### config.mk
export PLATFORM = sky130hd
export DESIGN_NAME = systolic_result_streamer
export DESIGN_NICKNAME = d
export VERILOG_FILES = /design/src/rtl/systolic_result_streamer.sv
export SDC_FILE = /design/constraint.sdc
export NUM_CORES = 1
export LEC_CHECK = 0
export ABC_CLOCK_PERIOD_IN_PS = 16300
export CAP_MARGIN = 10
export CORE_UTILIZATION = 45
export CTS_CLUSTER_DIAMETER = 120
export DETAILED_ROUTE_END_ITERATION = 10
export GPL_ROUTABILITY_DRIVEN = 0
export PLACE_DENSITY_LB_ADDON = 0.05
export SETUP_SLACK_MARGIN = 0.3
export SYNTH_ARGS = -nofsm -noshare
export SYNTH_HDL_FRONTEND = slang
export SYNTH_SLANG_ARGS = --single-unit
### constraint.sdc
create_clock -name i_clk -period 16.3 [get_ports i_clk]
set_clock_uncertainty 0.15 [all_clocks]
set_input_delay 1.63 -clock i_clk [delete_from_list [all_inputs] [get_ports i_clk]]
set_output_delay 1.63 -clock i_clk [all_outputs]
set_load 0.02 [all_outputs]
### src/rtl/systolic_result_streamer.sv
// Drain stage for the systolic array: captures the N x N result matrix on a result pulse
// and streams it row-major, one element per valid/ready beat, flagging dropped results.
module systolic_result_streamer #(
  parameter int unsigned N = 4,
  parameter int unsigned W = 16
) (
  input  logic                          i_clk,
  input  logic                          i_arst,
  input  logic [N-1:0][N-1:0][W-1:0]    i_c,
  input  logic                          i_validResult,
  output logic                          o_idle,
  output logic [W-1:0]                  o_data,
  output logic [$clog2(N)-1:0]          o_row,
  output logic [$clog2(N)-1:0]          o_col,
  output logic                          o_valid,
  output logic                          o_last,
  input  logic                          i_ready,
  output logic                          o_overflow,
  input  logic                          i_clearOverflow
);

  localparam int unsigned NN = N * N;
  localparam int unsigned IW = $clog2(NN);
  localparam int unsigned RW = $clog2(N);

  typedef enum logic {
    IDLE,
    STREAM
  } state_t;

  state_t                       state, state_next;
  logic [IW-1:0]                idx, idx_next;
  logic [N-1:0][N-1:0][W-1:0]   buffer;
  logic                         capture;
  logic                         ovf_set;
  logic                         is_last;
  logic                         fire;
  logic [RW-1:0]                row, col;

  assign o_valid = (state == STREAM);
  assign o_idle  = (state == IDLE);
  assign is_last = (idx == IW'(NN - 1));
  assign o_last  = is_last & o_valid;
  assign fire    = o_valid & i_ready;

  assign row    = RW'(idx / IW'(N));
  assign col    = RW'(idx % IW'(N));
  assign o_row  = row;
  assign o_col  = col;
  assign o_data = buffer[row][col];

  // NOTE: every signal written here gets a default first, so no path leaves one unassigned (no latches).
  always_comb begin
    state_next = state;
    idx_next   = idx;
    capture    = 1'b0;
    ovf_set    = 1'b0;
    unique case (state)
      IDLE: begin
        if (i_validResult) begin
          capture    = 1'b1;
          idx_next   = '0;
          state_next = STREAM;
        end
      end
      STREAM: begin
        if (fire) begin
          if (is_last) begin
            idx_next = '0;
            if (i_validResult) capture    = 1'b1;
            else               state_next = IDLE;
          end else begin
            idx_next = idx + IW'(1);
          end
        end
        // A pulse is only accepted when it lands exactly on the final handshake.
        if (i_validResult && !(fire && is_last)) ovf_set = 1'b1;
      end
      default: state_next = IDLE;
    endcase
  end

  // NOTE: sequential state uses non-blocking assignments so every register samples pre-edge values.
  always_ff @(posedge i_clk or posedge i_arst) begin
    if (i_arst) begin
      state      <= IDLE;
      idx        <= '0;
      // NOTE: the buffer is reset so o_data reads zero out of reset rather than X.
      buffer     <= '0;
      o_overflow <= 1'b0;
    end else begin
      state <= state_next;
      idx   <= idx_next;
      if (capture) buffer <= i_c;
      if (ovf_set)              o_overflow <= 1'b1;
      else if (i_clearOverflow) o_overflow <= 1'b0;
    end
  end

endmodule

---- After elaboration in Yosys (flattened, before gate mapping) ----
Cells that the tools add are included.
word-level totals
  output and inout bits ................... 24
  logic and storage cells ................. 52
  register bits ........................... 262
  bits of input ports ..................... 261
cells by class
  equality and inequality tests ........... 3
  multiplexer cells ....................... 19
  order comparisons ....................... 2
  reduce and logical (&&, ||, !) cells .... 5
  bitwise logic cells ..................... 3
  $add $sub $neg .......................... 1
operators with widths
  cell                                                   count
  binary-select mux 64 bit (select 2 bit)                1
  two-way mux 64 bit                                     1
  binary-select mux 16 bit (select 2 bit)                1
  two-way mux 16 bit                                     1
  two-way mux 4 bit                                      3
  two-way mux 1 bit                                      9
  case mux 4 bit (2 select lines)                        1
  < comparator 2 x 3 -> 1 bit, second input constant     2
  adder 4 x 1 -> 4 bit, second input constant            1
  == test 4 bit, second input constant                   1
  case mux 1 bit (2 select lines)                        2
  bitwise AND 1 bit                                      2
  logical AND 1 bit                                      2
  inequality test 2 x 1 -> 1 bit, second input constant  1
  inequality test 2 bit, second input constant           1
  AND reduction 2 bit                                    1
  nonzero test 2 bit                                     1
  logical NOT 1 bit                                      1
  inverter 1 bit                                         1

---- Longest topological paths before layout ----
Gate-level depths: netlist (run 1).
  depth in word-level cells ............... 7
  gate-level depth with buffers ........... 8

---- Worst setup path before layout (run 1) ----
No wires, ideal clock.
  kind .................................... register -> output
  start ................................... register idx[3]
  end ..................................... output o_data[5]
  arrival time ............................ 1,819 ps
  setup slack ............................. 12,701 ps
  stages on the path, launching flop included .. 6
  buffers on the path ..................... 2
  path through ............................ dfrtp_1 buf_2 buf_2 mux4_2 a22oi_1 nand2_1
between the ends
  longest elaborated chain between the ends .. 4
RTL lines
  item                                      line  text
  from (decl)                               32    logic [IW-1:0] idx, idx_next;
  from (signal assigned)                    93    idx <= idx_next;
  binary-select mux 64 bit (select 2 bit)   50    assign o_data = buffer[row][col];
  two-way mux 64 bit (implied by the code)  50
  binary-select mux 16 bit (select 2 bit)   50
  two-way mux 16 bit (implied by the code)  50
  to (decl)                                 12    output logic [W-1:0] o_data,
Every way passes these cells. The select of a mux whose other input is x is not followed.

---- Worst setup path after layout (run 1) ----
  start ................................... register idx[2]
  end ..................................... output o_data[14]
Same word-level chain as after synthesis.

==> results of run 1 <==
==> state kept, by name (all words and copies together) (netlist names) <==
signal      flops
buffer        256
o_overflow      1
o_valid         1
idx             4
==> layout by cell type, fill, tap and decap left out, types with 2 or more instances in the layout <==
master / synthesis / routed
clkbuf_8: 0 / 7
clkbuf_1: 6 / 5
inv_1: 3 / 2
bufinv_16: 0 / 2
mux4_2: 64 / 64
clkbuf_16: 0 / 29
clkdlybuf4s50_1: 0 / 284
a22oi_1: 32 / 32
nand3_1: 4 / 4
dfrtp_4: 0 / 2
mux2_2: 16 / 16
mux2_4: 240 / 240
dfrtp_1: 262 / 260
buf_4: 0 / 9
nor2_1: 4 / 4
o21ai_0: 4 / 4
clkinv_2: 0 / 6
nand2_1: 18 / 18
a21oi_1: 2 / 2
==> cells by family (layout without fill, tap and decap cells) <==
kind of cell,count (synthesis),in the layout,share of synthesized area [%]
multiplexers,320,320,40.5
other,0,1,0
flip-flops,262,262,50.8
buffers and inverters,56,347,4.95
adder cells (fa/ha/maj),1,1,0.0969
AND/OR/NAND/NOR,34,34,1.32
AO/OA/AOI/OAI,42,42,2.34
==> routing by layer <==
| layer | vias up | GRT usage [%] | routed length, um |
|---|---|---|---|
| met1 | 3869 | 31.7 | 14400 |
| met5 | - | 0 | 28 |
| met4 | 4 | 5.71 | 786 |
| met3 | 52 | 4.76 | 2020 |
| li1 | 3210 | - | - |
| met2 | 230 | 37.4 | 16000 |
==> cell type report <==
cell class | instances | area share [%]
sequential | 262 | 39.4
multi-input combinational | 397 | 34.3
timing repair buffer | 294 | 17.6
clock buffer | 41 | 5.05
tap | 378 | 2.84
clock inverter | 9 | 0.587
inverter | 3 | 0.113
antenna | 1 | 0.0150
==> stage by stage <==
step                      power (uW)  cells  hold slack (ps)  instance area, sq um
final                           3160   1385              353                 16600
after global routing            3320   1385              365                 16600
after CTS                       3190   1384              356                 16600
after detailed placement        2520   1334              338                 15700
after global placement          2480   1334              336                 15700
after floorplan                 2070    715              326                 12900
==> power by group through the flow <==
stage / sequential, uW / combinational [uW] / clock (uW)
2_1_floorplan: 1110 / 965 / 0
3_3_place_gp: 1190 / 1290 / 0
3_5_place_dp: 1210 / 1310 / 0
4_1_cts: 1200 / 1320 / 664
5_1_grt: 1240 / 1380 / 691
6_report: 1200 / 1320 / 653
==> how the worst min path moves through the flow <==
| stage | to | slack, ps |
|---|---|---|
| 2_1_floorplan | buffer[162] | 330 |
| 3_3_place_gp | buffer[161] | 340 |
| 3_5_place_dp | buffer[154] | 340 |
| 4_1_cts | buffer[213] | 360 |
| 5_1_grt | buffer[213] | 360 |
| 6_report | buffer[190] | 350 |
==> critical path, stage by stage (launching register included) <==
cell,delay [ps]
dfrtp_4,800
buf_4,760
mux4_2,650
a22oi_1,360
nand2_1,90
clkdlybuf4s50_1,570
==> flow_metrics.py, run 1 <==
metrics = {
    "routing": {
        "final_antenna_net_count": 0,
        "drtPass1Iterations": 6,
        "wire_per_inst_um": 24.0,
        "via_per_inst": 5.32,
        "wl_mm": 33.2,
        "dr_total_vias": 7365,
        "drc": 0,
        "dr.first_iter.drc_count": 488,
    },
    "logic_synthesis": {
        "yosys.area.top_type": "dfrtp_1",
        "yosys_most_used_dff": "dfrtp_1",
        "syn-num-nets": 977,
        "synth.area.top_cells": "dfrtp_1 51%, mux2_4 28%, mux4_2 11%, buf_12 3.1%, a22oi_1 1.9%",
        "ys_ff_latch": 262,
        "synth_common_cells": "262 x dfrtp_1, 240 x mux2_4, 64 x mux4_2",
        "postSynthCellCount": 715,
        "yosysWarningCount": 0,
        "synth-edff-count": 0,
        "syn_avg_cell_area_sq_um": 18.0,
        "synth_area_sq_um": 12900,
        "yosys.area.top_type_share_pct": 50.8,
        "synth.distinct_cells": 29,
        "ys_seq_area_share_pct": 50.8,
        "synth_most_common_cell": "dfrtp_1",
        "async_reset_ff_share_pct": 100,
    },
    "power_and_ir_drop": {
        "power_density_nw_per_um2": 190,
        "power_frac_comb_pct": 41.6,
        "swShare_pct": 30.6,
        "leakagePower_uw": 0.00709,
        "irDropWorstVdd_mv": 0.102,
        "p_seq_share_pct": 37.8,
        "intPower_uw": 2200,
        "power.switching_uw": 969,
        "p_clk_share_pct": 20.6,
    },
    "placed_design": {
        "place_ws_ps": 11100,
        "io_buffers": 284,
        "post-dp-hpwl_mm": 22.9,
    },
    "sta": {
        "fmax_ghz": 0.180,
        "finalSetupTns_ps": 0,
        "drv_slew": 0,
        "setup_viol": 0,
        "rsz0062_at_grt": "false",
        "slew_headroom_pct": 18.8,
        "fin_crit_sh_pct": 34.2,
        "fin_crit_ps": 5570,
        "worst_pin_slew_ps": 1220,
        "worst_slack_ps": 10730,
        "finalHoldViolCount": 0,
    },
    "clocking": {
        "cts_tree": "yes",
        "cts-buffers-inserted": 29,
        "clock-root-buffer": "clkbuf_16",
        "cts.path.max_buffers": 3,
        "postCtsSetupBuffers": 0,
        "post_cts_resized": 0,
        "insertion_delay_ps": 550,
        "cts.sinks": 262,
        "clkTransAtPathRegs_ps": 60,
        "hold_buffers": 0,
        "h-tree-depth": 1,
    },
    "cells_and_area": {
        "nNetsFinal": 1249,
        "fillers": 2117,
        "final-seq-area_sq_um": 6560,
        "fin_util_pct": 59.4,
        "multiInputGateArea_sq_um": 5710,
        "syn_to_final_growth_pct": 28.9,
        "drive_above_1_share_pct": 38.0,
    },
    "global_routing": {
        "grt_max_degree": 136,
        "grt_usage_pct": 23.1,
        "grt_overflow": 0,
        "grt_antenna_before_repair": 4,
        "grt_pass1_wl_mm": 50.0,
        "grt_pass1_vias": 8249,
    },
    "worst_setup_path": {
        "start_kind": "register",
        "cp_max_fo": 45,
        "reg2reg_slack_ps": 11830,
        "critical_path_class": "reg -> out",
        "worstPathRequired_ps": 14520,
        "critPathCaptureType": "output pin",
        "timing.rr.start": "idx[2]",
        "rr_worst_depth": 6,
        "r2r-end": "buffer[185]",
        "cp.arrival_ps": 3790,
        "critPathLaunch": "idx[2]",
        "crit_path_end": "o_data[14]",
    },
    "outcome": {
        "outcome": "finished, final reports clean",
    },
    "flow_run": {
        "cap_violations": 0,
    },
    "floorplan": {
        "core_area_sq_um": 28000,
        "die_h_um": 171,
        "die_x_um": 171,
        "io_pins": 285,
        "die-area_sq_um": 29400,
        "core.rowCount": 61,
        "initial_core_util_pct": 46.1,
    },
    "hold_path": {
        "min_from": "buffer[190]",
        "hold_path_class": "reg -> reg",
        "hold-path-cell-count": 1,
    },
}
Power figures use the tool's default switching activity.
==> run 2, diff against run 1 <==
Settings changed: ABC_CLOCK_PERIOD_IN_PS 16300 to 5300.
Clock period 16.3 ns to 5.3 ns, I/O delays scaled along.
==> run 2 against run 1 <==
First-iteration DRC count rose by 0.41%. Non-clock buffer count rose by 3. Total power rose to 3.1 times the previous value. Via count fell by 0.75%. Critical endpoint is now o_data[6]. Largest power group unchanged. Highest routed layer unchanged.
==> flow_metrics.py, run 2 (same netlist as run 1, synthesis figures left out) <==
metrics = {
    "clocking": {
        "cts-buffers-inserted": 30,
        "hold_buffers": 0,
        "postCtsSetupBuffers": 0,
        "clkTransAtPathRegs_ps": 60,
        "cts.sinks": 262,
        "h-tree-depth": 1,
        "cts_tree": "yes",
        "cts.path.max_buffers": 3,
        "insertion_delay_ps": 540,
        "clock-root-buffer": "clkbuf_16",
        "post_cts_resized": 0,
    },
    "global_routing": {
        "grt_pass1_wl_mm": 49.1,
        "grt_antenna_before_repair": 3,
        "grt_overflow": 0,
        "grt_usage_pct": 22.6,
        "grt_pass1_vias": 8102,
        "grt_max_degree": 152,
    },
    "worst_setup_path": {
        "path_cells": "mux4_2 -> a22oi_1 -> nand2_1 -> clkdlybuf4s50_1",
        "cp_max_fo": 55,
        "crit_family": "flip-flops",
        "timing.rr.start": "idx[3]",
        "start_kind": "register",
        "reg2reg_slack_ps": 2010,
        "critPathCaptureType": "output pin",
        "critical_path_class": "reg -> out",
        "critPathLaunch": "idx[3]",
        "slowest_stage": "dfrtp_4",
        "path_buf_inv": 1,
        "cp.arrival_ps": 3440,
        "worstPathRequired_ps": 4620,
        "slowest_delay_ps": 1070,
    },
    "placed_design": {
        "post-dp-hpwl_mm": 23.1,
        "io_buffers": 284,
        "placed_area_sq_um": 15800,
    },
    "cells_and_area": {
        "nNetsFinal": 1253,
        "fin_util_pct": 59.9,
        "finalInstanceArea_sq_um": 16800,
        "final_cell_mix": "284 x clkdlybuf4s50_1, 260 x dfrtp_1, 240 x mux2_4",
        "reg_top3": "buffer (256), idx (4)",
        "syn_to_final_growth_pct": 30.0,
        "regMostFlops": "buffer",
        "drive_above_1_share_pct": 38.6,
        "layout_commonest_cell": "clkdlybuf4s50_1",
        "multiInputGateArea_sq_um": 5710,
        "fillers": 2120,
        "largest_reg_flops": 256,
        "final-seq-area_sq_um": 6560,
    },
    "hold_path": {
        "hold_path_class": "in -> async",
    },
    "routing": {
        "drtPass1Iterations": 4,
        "via_per_inst": 5.24,
        "wl_mm": 32.5,
        "dr.first_iter.drc_count": 490,
        "drc": 0,
        "dr_total_vias": 7310,
        "final_antenna_net_count": 0,
        "wire_per_inst_um": 23.2,
    },
    "power_and_ir_drop": {
        "leakagePower_uw": 0.00716,
        "total_power_uw": 9780,
        "power_density_nw_per_um2": 583,
        "irDropWorstVdd_mv": 0.268,
    },
    "sta": {
        "fin_crit_ps": 4120,
        "slew_headroom_pct": 30.4,
        "fin_crit_sh_pct": 77.7,
        "finalHoldViolCount": 0,
        "finalSetupTns_ps": 0,
        "setup_viol": 0,
        "rsz0062_at_grt": "false",
        "fmax_ghz": 0.243,
        "drv_slew": 0,
        "worst_pin_slew_ps": 1040,
    },
    "floorplan": {
        "core_area_sq_um": 28000,
        "die-area_sq_um": 29400,
        "initial_core_util_pct": 46.1,
        "die_x_um": 171,
        "core.rowCount": 61,
        "die_h_um": 171,
        "io_pins": 285,
    },
    "flow_run": {
        "cap_violations": 0,
    },
    "outcome": {
        "outcome": "finished, final reports clean",
    },
}
[run 2: final timing paths]
path	end	cells after the start
max	o_data[6]	4
max reg2reg	buffer[162]	5
min reg2reg	buffer[183]	1
max in group asynchronous	idx[2]	3
min in group i_clk	buffer[183]	1
min	buffer[234]	2
[run 2: layer usage]
layer / routed length, um / track usage (%) / part of all wire, % / vias to the layer above
met5: 11 / 0 / 0.034 / -
met4: 777 / 5.90 / 2.4 / 2
met3: 2380 / 5.32 / 7.3 / 44
met2: 15100 / 35.1 / 47 / 248
met1: 14200 / 31.8 / 44 / 3785
li1: - / - / - / 3231
[run 2: where the power goes]
part	internal (uW)	switching, uW
clock	1260	824
sequential	3010	753
combinational	2560	1370
total	6830	2950
[run 2: final cells by class]
class / instances / area share, %
Clock inverter: 14 / 0.716
Antenna cell: 3 / 0.0447
Multi-Input combinational cell: 397 / 34.0
Tap cell: 378 / 2.82
Sequential cell: 262 / 39.1
Timing Repair Buffer: 297 / 17.9
Inverter: 3 / 0.0895
Clock buffer: 42 / 5.29
[run 2: per-stage QoR]
step | std cells | hold slack (ps) | setup slack [ps]
2_1_floorplan | 715 | 326 | 1160
5_1_grt | 1393 | 363 | 1020
4_1_cts | 1393 | 310 | 1110
3_3_place_gp | 1337 | 335 | 1700
3_5_place_dp | 1337 | 339 | 1700
6_report | 1396 | 305 | 1180
[run 2: worst reg2reg max path, cell delays in order, from the launching register on]
cell and delay, ps:
dfrtp_4 1070, nand4_4 170, nand2_2 140, and2_4 640
buf_4 610, mux2_2 400
